<file path="src/rtl/mmcm_drp_pkg.sv">
// mmcm_drp_pkg
//   Shared definitions for the MMCME4 DRP reconfiguration controller.
//   Contents:
//     state_t              controller FSM states
//     STATUS_*             completion status codes reported with done
//     CLKREG1/2_KEEP       read-modify-write preserve masks
//     *_LSB / *_BIT        bit positions of the divide fields
//     clkreg_addr()        per-channel ClkReg1/ClkReg2 DRP address table
package mmcm_drp_pkg;

    typedef enum logic [3:0] {
        ST_IDLE      = 4'd0,
        ST_RST_HOLD  = 4'd1,
        ST_SEL       = 4'd2,
        ST_RD_REQ    = 4'd3,
        ST_RD_WAIT   = 4'd4,
        ST_WR_REQ    = 4'd5,
        ST_WR_WAIT   = 4'd6,
        ST_RELEASE   = 4'd7,
        ST_LOCK_WAIT = 4'd8,
        ST_DONE      = 4'd9
    } state_t;

    localparam logic [1:0] STATUS_OK           = 2'd0;
    localparam logic [1:0] STATUS_BAD_DIV      = 2'd1;
    localparam logic [1:0] STATUS_LOCK_TIMEOUT = 2'd2;

    // Bits kept from the value read back before the merged word is written.
    localparam logic [15:0] CLKREG1_KEEP = 16'hF000;
    localparam logic [15:0] CLKREG2_KEEP = 16'hFF3F;

    localparam int HIGH_LSB     = 6;   // ClkReg1 [11:6]
    localparam int LOW_LSB      = 0;   // ClkReg1 [5:0]
    localparam int EDGE_BIT     = 7;   // ClkReg2 [7]
    localparam int NO_COUNT_BIT = 6;   // ClkReg2 [6]

    localparam int MAX_DIV = 128;

    // ClkReg1 sits at the even base address, ClkReg2 directly above it.
    // CLKOUT5 is out of sequence in the MMCME4 register map.
    function automatic logic [6:0] clkreg_addr(input logic [2:0] ch, input logic reg_idx);
        logic [6:0] base;
        case (ch)
            3'd0:    base = 7'h08;
            3'd1:    base = 7'h0A;
            3'd2:    base = 7'h0C;
            3'd3:    base = 7'h0E;
            3'd4:    base = 7'h10;
            3'd5:    base = 7'h06;
            default: base = 7'h12;
        endcase
        return base | {6'd0, reg_idx};
    endfunction

endpackage

</file>
<file path="src/rtl/mmcm_div_encode.sv">
// mmcm_div_encode
//   Combinational translation of an integer CLKOUT divide into the MMCM
//   counter fields. The 6-bit HIGH/LOW fields wrap, so a count of 64 is
//   encoded as 0.
//   Ports:
//     div       in   DIV_W  integer divide value (1..128 expected)
//     high      out  6      HIGH time count
//     low       out  6      LOW time count
//     edge_bit  out  1      EDGE (odd divide)
//     no_count  out  1      NO_COUNT (bypass, divide by one)
module mmcm_div_encode #(
    parameter int DIV_W = 8
) (
    input  logic [DIV_W-1:0] div,
    output logic [5:0]       high,
    output logic [5:0]       low,
    output logic             edge_bit,
    output logic             no_count
);

    logic [15:0] d16;

    assign d16 = 16'(div);

    always_comb begin
        if (d16 == 16'd1) begin
            // Divide by one bypasses the counter; HIGH/LOW must still be non-zero.
            high     = 6'd1;
            low      = 6'd1;
            edge_bit = 1'b0;
            no_count = 1'b1;
        end else begin
            high     = 6'(d16 >> 1);
            low      = 6'(d16 - (d16 >> 1));
            edge_bit = d16[0];
            no_count = 1'b0;
        end
    end

endmodule

</file>
<file path="src/rtl/mmcm_drp_reconfig.sv">
// mmcm_drp_reconfig
//   Runtime reconfiguration of up to NUM_CH MMCME4 CLKOUT integer divides.
//   Holds the MMCM in reset, read-modify-writes ClkReg1/ClkReg2 of every
//   selected channel over DRP, releases reset and waits for LOCKED.
//   Optional build macro: MMCM_LOCK_TIMEOUT_EN bounds the lock wait by
//   LOCK_TIMEOUT cycles and reports status 2 on expiry.
//   Ports:
//     clk_in0    in   controller / DRP clock
//     reset      in   synchronous active-high reset
//     cfg_valid  in   configuration request
//     cfg_ready  out  high in IDLE, request accepted on cfg_valid & cfg_ready
//     cfg_div    in   per-channel divide, channel i at [i*DIV_W +: DIV_W]
//     cfg_mask   in   channel i rewritten when bit i is set
//     busy       out  high from accept through the done cycle
//     done       out  one-cycle completion pulse
//     status     out  0 ok, 1 bad divide, 2 lock timeout; held until next accept
//     mmcm_rst   out  MMCM RST
//     locked     in   MMCM LOCKED (already synchronous)
//     drp_*           DRP master port
module mmcm_drp_reconfig
    import mmcm_drp_pkg::*;
#(
    parameter int NUM_CH       = 3,
    parameter int DIV_W        = 8,
    parameter int RST_HOLD_CYC = 16,
    parameter int LOCK_TIMEOUT = 65535
) (
    input  logic                    clk_in0,
    input  logic                    reset,
    input  logic                    cfg_valid,
    output logic                    cfg_ready,
    input  logic [NUM_CH*DIV_W-1:0] cfg_div,
    input  logic [NUM_CH-1:0]       cfg_mask,
    output logic                    busy,
    output logic                    done,
    output logic [1:0]              status,
    output logic                    mmcm_rst,
    input  logic                    locked,
    output logic [6:0]              drp_daddr,
    output logic [15:0]             drp_di,
    input  logic [15:0]             drp_do,
    output logic                    drp_den,
    output logic                    drp_dwe,
    input  logic                    drp_drdy
);

    localparam int HOLD_W = $clog2(RST_HOLD_CYC + 1);

    state_t                    state_reg, state_next;
    logic                      cfg_ready_reg, busy_reg, done_reg, mmcm_rst_reg;
    logic                      drp_den_reg, drp_dwe_reg;
    logic [1:0]                status_reg;
    logic [6:0]                drp_daddr_reg;
    logic [15:0]               drp_di_reg;
    logic [NUM_CH*DIV_W-1:0]   div_reg;
    logic [NUM_CH-1:0]         pending_reg;
    logic [2:0]                ch_reg;
    logic                      reg_idx_reg;
    logic [HOLD_W-1:0]         hold_cnt_reg;

    logic [NUM_CH-1:0]         bad_ch;
    logic                      accept;
    logic                      sel_found;
    logic [2:0]                sel_ch;
    logic [NUM_CH-1:0]         sel_onehot;
    logic [DIV_W-1:0]          cur_div;
    logic [5:0]                enc_high, enc_low;
    logic                      enc_edge, enc_no_count;
    logic [15:0]               merged_word;
    logic                      lock_expired;

`ifdef MMCM_LOCK_TIMEOUT_EN
    localparam int LOCK_W = $clog2(LOCK_TIMEOUT + 1);
    logic [LOCK_W-1:0] lock_cnt_reg;

    // lock_cnt_reg counts cycles since RELEASE, so expiry lands done
    // exactly LOCK_TIMEOUT cycles after mmcm_rst falls.
    assign lock_expired = (lock_cnt_reg + 1'b1) == LOCK_W'(LOCK_TIMEOUT);
`else
    assign lock_expired = 1'b0;
`endif

    // A channel is only checked when it is selected for rewrite.
    generate
        for (genvar gi = 0; gi < NUM_CH; gi++) begin : g_check
            logic [DIV_W-1:0] div_ch;
            assign div_ch     = cfg_div[gi*DIV_W +: DIV_W];
            assign bad_ch[gi] = cfg_mask[gi] &&
                                ((div_ch == '0) || (32'(div_ch) > 32'(MAX_DIV)));
        end
    endgenerate

    assign accept = (state_reg == ST_IDLE) && cfg_valid && cfg_ready_reg;

    // Lowest pending channel first.
    assign sel_found  = |pending_reg;
    assign sel_onehot = pending_reg & (~pending_reg + 1'b1);

    always_comb begin
        sel_ch = 3'd0;
        for (int i = NUM_CH - 1; i >= 0; i--) begin
            if (pending_reg[i]) begin
                sel_ch = 3'(i);
            end
        end
    end

    assign cur_div = div_reg[ch_reg*DIV_W +: DIV_W];

    mmcm_div_encode #(
        .DIV_W (DIV_W)
    ) u_div_encode (
        .div      (cur_div),
        .high     (enc_high),
        .low      (enc_low),
        .edge_bit (enc_edge),
        .no_count (enc_no_count)
    );

    // Merge is taken straight from the read data as drdy arrives, so the
    // captured word is already the value to be written back.
    always_comb begin
        if (!reg_idx_reg) begin
            merged_word = (drp_do & CLKREG1_KEEP)
                        | (16'(enc_high) << HIGH_LSB)
                        | (16'(enc_low)  << LOW_LSB);
        end else begin
            merged_word = (drp_do & CLKREG2_KEEP)
                        | (16'(enc_edge)     << EDGE_BIT)
                        | (16'(enc_no_count) << NO_COUNT_BIT);
        end
    end

    always_comb begin
        state_next = state_reg;
        case (state_reg)
            ST_IDLE:      if (accept) state_next = (|bad_ch) ? ST_DONE : ST_RST_HOLD;
            ST_RST_HOLD:  if (hold_cnt_reg == HOLD_W'(RST_HOLD_CYC - 1)) state_next = ST_SEL;
            ST_SEL:       state_next = sel_found ? ST_RD_REQ : ST_RELEASE;
            ST_RD_REQ:    state_next = ST_RD_WAIT;
            ST_RD_WAIT:   if (drp_drdy) state_next = ST_WR_REQ;
            ST_WR_REQ:    state_next = ST_WR_WAIT;
            ST_WR_WAIT:   if (drp_drdy) state_next = reg_idx_reg ? ST_SEL : ST_RD_REQ;
            ST_RELEASE:   state_next = ST_LOCK_WAIT;
            ST_LOCK_WAIT: if (locked || lock_expired) state_next = ST_DONE;
            ST_DONE:      state_next = ST_IDLE;
            default:      state_next = ST_IDLE;
        endcase
    end

    always_ff @(posedge clk_in0) begin
        if (reset) begin
            state_reg     <= ST_IDLE;
            cfg_ready_reg <= 1'b0;
            busy_reg      <= 1'b0;
            done_reg      <= 1'b0;
            status_reg    <= STATUS_OK;
            mmcm_rst_reg  <= 1'b1;
            drp_den_reg   <= 1'b0;
            drp_dwe_reg   <= 1'b0;
            drp_daddr_reg <= '0;
            drp_di_reg    <= '0;
            div_reg       <= '0;
            pending_reg   <= '0;
            ch_reg        <= '0;
            reg_idx_reg   <= 1'b0;
            hold_cnt_reg  <= '0;
        end else begin
            state_reg     <= state_next;
            // Outputs follow the state being entered so they are registered
            // yet aligned with that state.
            cfg_ready_reg <= (state_next == ST_IDLE);
            busy_reg      <= (state_next != ST_IDLE);
            done_reg      <= (state_next == ST_DONE);
            mmcm_rst_reg  <= state_next inside {ST_RST_HOLD, ST_SEL, ST_RD_REQ,
                                                ST_RD_WAIT, ST_WR_REQ, ST_WR_WAIT};
            drp_den_reg   <= (state_next == ST_RD_REQ) || (state_next == ST_WR_REQ);
            drp_dwe_reg   <= (state_next == ST_WR_REQ);

            case (state_reg)
                ST_IDLE: begin
                    if (accept) begin
                        div_reg      <= cfg_div;
                        pending_reg  <= cfg_mask;
                        hold_cnt_reg <= '0;
                        status_reg   <= (|bad_ch) ? STATUS_BAD_DIV : STATUS_OK;
                    end
                end
                ST_RST_HOLD: begin
                    hold_cnt_reg <= hold_cnt_reg + 1'b1;
                end
                ST_SEL: begin
                    if (sel_found) begin
                        ch_reg        <= sel_ch;
                        reg_idx_reg   <= 1'b0;
                        pending_reg   <= pending_reg & ~sel_onehot;
                        drp_daddr_reg <= clkreg_addr(sel_ch, 1'b0);
                    end
                end
                ST_RD_WAIT: begin
                    if (drp_drdy) begin
                        drp_di_reg <= merged_word;
                    end
                end
                ST_WR_WAIT: begin
                    if (drp_drdy && !reg_idx_reg) begin
                        reg_idx_reg   <= 1'b1;
                        drp_daddr_reg <= clkreg_addr(ch_reg, 1'b1);
                    end
                end
                ST_LOCK_WAIT: begin
                    if (!locked && lock_expired) begin
                        status_reg <= STATUS_LOCK_TIMEOUT;
                    end
                end
                default: begin
                end
            endcase
        end
    end

`ifdef MMCM_LOCK_TIMEOUT_EN
    always_ff @(posedge clk_in0) begin
        if (reset) begin
            lock_cnt_reg <= '0;
        end else if (state_reg == ST_RELEASE) begin
            lock_cnt_reg <= LOCK_W'(1);
        end else if (state_reg == ST_LOCK_WAIT) begin
            lock_cnt_reg <= lock_cnt_reg + 1'b1;
        end
    end
`endif

    assign cfg_ready = cfg_ready_reg;
    assign busy      = busy_reg;
    assign done      = done_reg;
    assign status    = status_reg;
    assign mmcm_rst  = mmcm_rst_reg;
    assign drp_daddr = drp_daddr_reg;
    assign drp_di    = drp_di_reg;
    assign drp_den   = drp_den_reg;
    assign drp_dwe   = drp_dwe_reg;

endmodule
</file>
<file path="config.mk">
export PLATFORM = sky130hd
export DESIGN_NAME = mmcm_drp_reconfig
export DESIGN_NICKNAME = d
export VERILOG_FILES = /design/src/rtl/mmcm_drp_pkg.sv /design/src/rtl/mmcm_div_encode.sv /design/src/rtl/mmcm_drp_reconfig.sv
export SDC_FILE = /design/constraint.sdc
export NUM_CORES = 1
export LEC_CHECK = 0
export ABC_CLOCK_PERIOD_IN_PS = 3000
export BUFFER_PORTS_ARGS = -buffer_cell sky130_fd_sc_hd__buf_2
export CORE_MARGIN = 2
export CORE_UTILIZATION = 53
export DETAILED_ROUTE_END_ITERATION = 16
export GPL_TIMING_DRIVEN = 0
export HOLD_SLACK_MARGIN = 0.03
export PLACE_DENSITY = 0.78
export SLEW_MARGIN = 20
export SYNTH_ARGS = -nofsm -noshare
export SYNTH_HDL_FRONTEND = slang
export SYNTH_SLANG_ARGS = --single-unit
export TNS_END_PERCENT = 1
</file>
<file path="constraint.sdc">
create_clock -name clk_in0 -period 3 [get_ports clk_in0]
set_input_delay 0.15 -clock clk_in0 [delete_from_list [all_inputs] [get_ports clk_in0]]
set_output_delay 0.15 -clock clk_in0 [all_outputs]
set_load 0.02 [all_outputs]
</file>
==> impl_metrics.py, run 1 <==
metrics = {
    "run_status": {
        "status": "complete, no violations",
    },
    "critical_path": {
        "cp.depth": 13,
        "cp_slowest_cell": "fa_1",
        "crit_fanout": 10,
        "critPathLaunch": "ch_reg[1]",
        "cpPeakStageDelay_ps": 400,
        "critPathLaunchType": "register",
        "worstSetupPathType": "register to register",
        "timing.critical_path.cells": "clkbuf_4, buf_4, mux2i_1, o22a_1, inv_1, ha_1, inv_1, fa_1, a21o_1, a21oi_1, xor2_1, a221oi_1, nor2_1",
        "path_delay_family": "compound AO/OA/AOI/OAI gates",
        "cpMostUsedCell": "inv_1",
        "reg2reg_from": "ch_reg[1]",
        "cp.required_ps": 3230,
        "critical_path_buf_inv_count": 4,
        "end_kind": "register",
        "reg2reg_depth": 13,
        "worstPathArrival_ps": 3070,
    },
    "sta": {
        "max_slew_margin_pct": 62.58,
        "finClkSkew_ps": 6.510,
        "final_hold_viol_count": 0,
        "finalSetupViolations": 0,
        "drv_slew": 0,
        "tns_ps": 0,
        "fmax_mhz": 352.7,
        "setup_slack_ps": 165.0,
        "worst_pin_slew_ps": 552.6,
        "grt_setup_unrepaired": "false",
        "fin_crit_sh_pct": 94.50,
        "layout_min_cycle_time_ps": 2835,
    },
    "logic_synthesis": {
        "synth.avg_cell_area_sq_um": 8.008,
        "ys_seq_area_share_pct": 41.56,
        "ys_ff_latch": 66,
        "syn-instance-count": 397,
        "synth_ff_type": "dfxtp_1",
        "synth_top_area_share_pct": 41.56,
        "yosysMostFrequentCell": "nand2_1",
        "syn_area_sq_um": 3179,
        "yosys-top-cells-count": "nand2_1, dfxtp_1, a21oi_1, nor2_1, clkbuf_1",
        "ys_warn_count": 0,
        "synth_edf_count": 0,
        "ys_types": 53,
        "ys_top_cells_by_area": "dfxtp_1, nand2_1, a21oi_1, nor2_1, ha_1",
        "synthArstFlopShare_pct": 0,
        "yosys.area.top_type": "dfxtp_1",
    },
    "floorplan": {
        "core.rowCount": 28,
        "boundaryPins": 79,
        "initial_core_util_pct": 54.34,
        "die_h_um": 81.45,
        "die_w_um": 81.45,
        "core_area_sq_um": 5851,
        "die-area_sq_um": 6634,
    },
    "drt": {
        "dr.pass1.iters": 5,
        "vias": 3146,
        "ant_nets": 0,
        "wl_per_cell_um": 14.58,
        "routed_via_density": 5.568,
        "wl_mm": 8.238,
        "first_iter_violations": 185,
        "drcViolationCount": 0,
    },
    "place": {
        "pre_cts_ws_ps": 64.34,
        "place.gp.congestion": 0.8834,
        "port_buffers": 73,
        "dp_hpwl_mm": 6.146,
        "placed_area_sq_um": 3646,
        "dpl.cell_count": 547,
    },
    "power": {
        "leakage_nw": 1.621,
        "ir_drop_mv": 0.3889,
        "cellPowerDensity_nw_per_um2": 562.0,
    },
    "layout": {
        "finalNonFillerCells": 565,
        "largest_reg_flops": 24,
        "area_growth_pct": 22.63,
        "regArea_sq_um": 1321,
        "fin_area_sq_um": 3899,
        "multi_input_area_sq_um": 1677,
        "fin_nets": 544,
        "fillerInstances": 516,
        "antenna_cells": 0,
        "layout-drive-gt1-share_pct": 22.45,
    },
    "clocking": {
        "cts_sinks": 66,
        "clk_pin_slew_ps": 70,
        "clk_path_buf_depth": 2,
        "root_buffer": "clkbuf_8",
        "cts-buffers-inserted": 9,
        "htreeDepth": 3,
        "tritoncts": "built",
        "clock_latency_ps": 350,
    },
    "min_path": {
        "hold_depth": 3,
        "hold_start": "drp_do[14]",
        "hold_path.class": "primary input to register",
    },
    "global_route": {
        "grt_pass1_vias": 2806,
        "grt.total_usage_pct": 25.98,
        "overflow": 0,
        "antenna_found_initial": 0,
        "grt_pass1_wl_mm": 12.91,
        "grt_max_degree": 12,
    },
    "run": {
        "max_cap_violations": 0,
    },
}
[power breakdown]
| group | total, mW | leakage, nW | internal, mW | switching, mW |
|---|---|---|---|---|
| clock network | 0.833 | 0.103 | 0.491 | 0.342 |
| logic | 0.404 | 0.983 | 0.160 | 0.244 |
| registers | 0.955 | 0.535 | 0.925 | 0.0296 |
[final timing paths]
kind,end,slack (ps)
setup / recovery,drp_di[4],160
setup reg to reg,drp_di[4],160
hold / removal,drp_di[14],30
hold reg to reg,div_reg[11],450
[layout make-up]
cell class	count	area share, %
Clock buffer	12	3.723
Sequential cell	66	33.89
Multi-Input combinational cell	291	43.00
Clock inverter	4	1.926
Inverter	12	1.155
Tap cell	75	2.407
Timing Repair Buffer	76	10.14
Buffer	29	3.755
[kinds of logic after synthesis]
kind of cell	after synthesis	synth area share, %
AOI/OAI and AO/OA	91	17.04
xor gates and xnor gates	8	2.204
adders and majority gates	11	4.565
buffers and inverters	42	5.942
DFF	66	41.56
muxes	10	3.148
other	1	0.1180
and+or+nand+nor	168	25.42
[per-layer routing]
layer,vias to the layer above,track usage [%],wire length [um]
met5,-,0,0
met4,0,8.475,146
met3,16,7.473,566
met2,119,42.95,4044
met1,1470,32.58,3482
li1,1541,-,-
[timing repair]
item,in CTS,in global routing
hold buffers,2,1
endpoints found under the setup margin,1,1
gates resized for setup,1,3
setup buffers,0,0
endpoints found under the hold margin,2,1
[layout by cell type (no fill, tap or decap), types with 4 or more instances in the layout]
cell type,netlist,layout
buf_2,7,78
nand2_1,74,74
dfxtp_1,66,66
nor2_1,44,44
a21oi_1,44,44
clkbuf_1,18,18
o21ai_0,13,13
inv_1,12,12
mux2i_1,10,10
ha_1,10,10
clkbuf_8,0,10
nor3_1,9,9
a221oi_1,7,7
buf_4,4,5
nand3_1,5,5
xor2_1,5,5
o22ai_1,4,4
nor2b_1,4,4
nand3b_1,4,4
[worst register-to-register path: stages (launching register included)]
cell,delay (ps)
dfxtp_1,320
clkbuf_4,200
buf_4,210
mux2i_1,110
o22a_1,250
inv_1,140
ha_1,190
inv_1,60
fa_1,400
a21o_1,180
a21oi_1,160
xor2_1,100
a221oi_1,300
nor2_1,90
[per-stage QoR]
| step | power, mW | hold WS (ps) | utilization, % |
|---|---|---|---|
| 5_1_grt | 2.291 | 36.40 | 66.64 |
| 4_1_cts | 2.190 | 31.56 | 66.45 |
| 3_5_place_dp | 1.368 | 366.0 | 62.32 |
| 3_3_place_gp | 1.356 | 363.6 | 62.32 |
| 2_1_floorplan | 1.238 | 234.1 | - |
| 6_report | 2.191 | 33.17 | 66.64 |
Note: power is estimated with default switching activity, not from simulation.
==> run 2, diff against run 1 <==
ABC_CLOCK_PERIOD_IN_PS = 2800   (was 3000)
REMOVE_ABC_BUFFERS = 1   (was unset)
clock period = 2.8 ns   (was 3 ns; I/O delays follow)
==> run 2 against run 1 <==
Effect of this change: clock-buffer cell count decreased by 2; non-clock buffer count decreased by 25; global-route usage decreased by 3.2 points; largest cell class unchanged; clock power increased by 8.4%; utilization decreased by 1.6 points; worst hold slack improved by 3.4 ps; worst setup slack improved by 88 ps; wire length decreased by 11%; register-to-register slack improved by 90 ps; combinational power decreased by 1%; critical path depth decreased by 2; critical path type unchanged; final cell count decreased by 4.4%.
==> impl_metrics.py, run 2 (synthesized netlist as in run 1, its figures left out) <==
metrics = {
    "critical_path": {
        "worstPathArrival_ps": 2780,
        "critPathLaunchType": "register",
        "worstSetupPathType": "register to register",
        "cp.required_ps": 3030,
        "crit_fanout": 18,
        "end_kind": "register",
    },
    "sta": {
        "setup_slack_ps": 252.6,
        "max_slew_margin_pct": 30.10,
        "fmax_mhz": 392.6,
        "layout_min_cycle_time_ps": 2547,
        "finClkSkew_ps": 8.961,
        "fin_crit_sh_pct": 90.98,
        "final_hold_viol_count": 0,
        "drv_slew": 0,
        "finalSetupViolations": 0,
        "worst_pin_slew_ps": 1048,
        "grt_setup_unrepaired": "false",
        "tns_ps": 0,
    },
    "layout": {
        "final_common_cell": "nand2_1",
        "largest_reg_flops": 24,
        "fin_nets": 519,
        "final_cell_mix": "nand2_1, buf_2, dfxtp_1",
        "antenna_cells": 0,
        "layout-drive-gt1-share_pct": 22.15,
        "area_growth_pct": 19.76,
    },
    "floorplan": {
        "initial_core_util_pct": 54.34,
        "die-area_sq_um": 6634,
        "core.rowCount": 28,
        "die_h_um": 81.45,
        "die_w_um": 81.45,
        "boundaryPins": 79,
        "core_area_sq_um": 5851,
    },
    "global_route": {
        "antenna_found_initial": 0,
        "grt_max_degree": 58,
        "grt_pass1_wl_mm": 11.65,
        "grt.total_usage_pct": 22.73,
        "grt_pass1_vias": 2566,
        "overflow": 0,
    },
    "drt": {
        "ant_nets": 0,
        "wl_mm": 7.346,
        "drcViolationCount": 0,
        "dr.pass1.iters": 4,
        "first_iter_violations": 120,
        "routed_via_density": 5.387,
        "wl_per_cell_um": 13.60,
        "vias": 2909,
    },
    "clocking": {
        "cts-buffers-inserted": 9,
        "clk_pin_slew_ps": 80,
        "cts_sinks": 66,
        "clock_latency_ps": 340,
        "clk_path_buf_depth": 2,
        "root_buffer": "clkbuf_8",
        "post_cts_buffers": 0,
        "htreeDepth": 3,
        "tritoncts": "built",
    },
    "power": {
        "switching_share_pct": 27.89,
        "sequentialPowerShare_pct": 44.2,
        "cellPowerDensity_nw_per_um2": 612.2,
        "pwr-share-comb_pct": 17.1,
        "intPower_mw": 1.681,
        "clkPwrFrac_pct": 38.7,
        "ir_drop_mv": 0.2973,
        "power.switching_mw": 0.6501,
        "leakage_nw": 1.564,
    },
    "run_status": {
        "status": "complete, no violations",
    },
    "run": {
        "max_cap_violations": 0,
    },
    "place": {
        "dp_hpwl_mm": 5.057,
        "port_buffers": 73,
        "place.gp.congestion": 0.8263,
        "pre_cts_ws_ps": -174.1,
    },
    "min_path": {
        "hold_path.class": "primary input to register",
    },
}
==> run 2: metrics by stage <==
step                      instance area (sq um)  hold slack, ps  util (%)  total power [mW]  std cells
final                                      3807           36.60     65.08             2.331        540
after global placement                     3502           382.5     59.86             1.419        517
after CTS                                  3794           31.19     64.84             2.347        539
after floorplan                            3043           209.1         -             1.297        369
after detailed placement                   3525           390.7     60.24             1.441        519
after global routing                       3807           30.08     65.08             2.451        540
==> run 2: metal layers <==
metal | vias to the layer above | GRT usage, % | part of all wire (%)
met5 | - | 0 | 0
met4 | 0 | 9.831 | 1.5
met3 | 11 | 3.626 | 4.6
met2 | 73 | 36.56 | 49
met1 | 1336 | 30.18 | 45
li1 | 1489 | - | -
==> run 2: what timing repair did <==
item,in CTS,in global routing
hold endpoints to repair,4,1
setup endpoints to repair,7,3
resized for setup,1,2
hold buffers,4,1
==> run 2: area by class of cell <==
type / count / area [sq um]
sequential: 66 / 1326
inverter: 12 / 45.04
clock inverter: 6 / 90.09
timing repair buffer: 80 / 437.9
multi-input combinational: 291 / 1677
fill: 520 / 2043
clock buffer: 10 / 137.6
tap: 75 / 93.84
==> run 2: critical path, cell delays in order (launching register included) <==
cell and delay [ps]:
dfxtp_4 500, mux2i_1 120, o22a_1 250, inv_1 140, ha_1 180, inv_1 50
fa_1 390, a21o_1 170, a21oi_1 180, xor2_1 90, a221oi_1 280, nor2_1 80
==> run 2: power groups by stage <==
| stage | combinational [mW] | clock (mW) | sequential, mW |
|---|---|---|---|
| finish | 0.399 | 0.903 | 1.03 |
| global route | 0.448 | 0.967 | 1.04 |
| CTS | 0.399 | 0.919 | 1.03 |
| detailed placement | 0.391 | 0 | 1.05 |
| global placement | 0.371 | 0 | 1.05 |
| floorplan | 0.240 | 0 | 1.06 |
==> run 2: worst paths after layout <==
kind | endpoint | slack (ps) | from | depth (start not counted)
worst max register to register | drp_di[4] | 250 | ch_reg[1] | 11
worst min register to register | drp_di[15] | 460 | drp_di[15] | 2
worst min-delay path | div_reg[6] | 40 | cfg_div[6] | 3
worst max-delay path | drp_di[4] | 250 | ch_reg[1] | 11
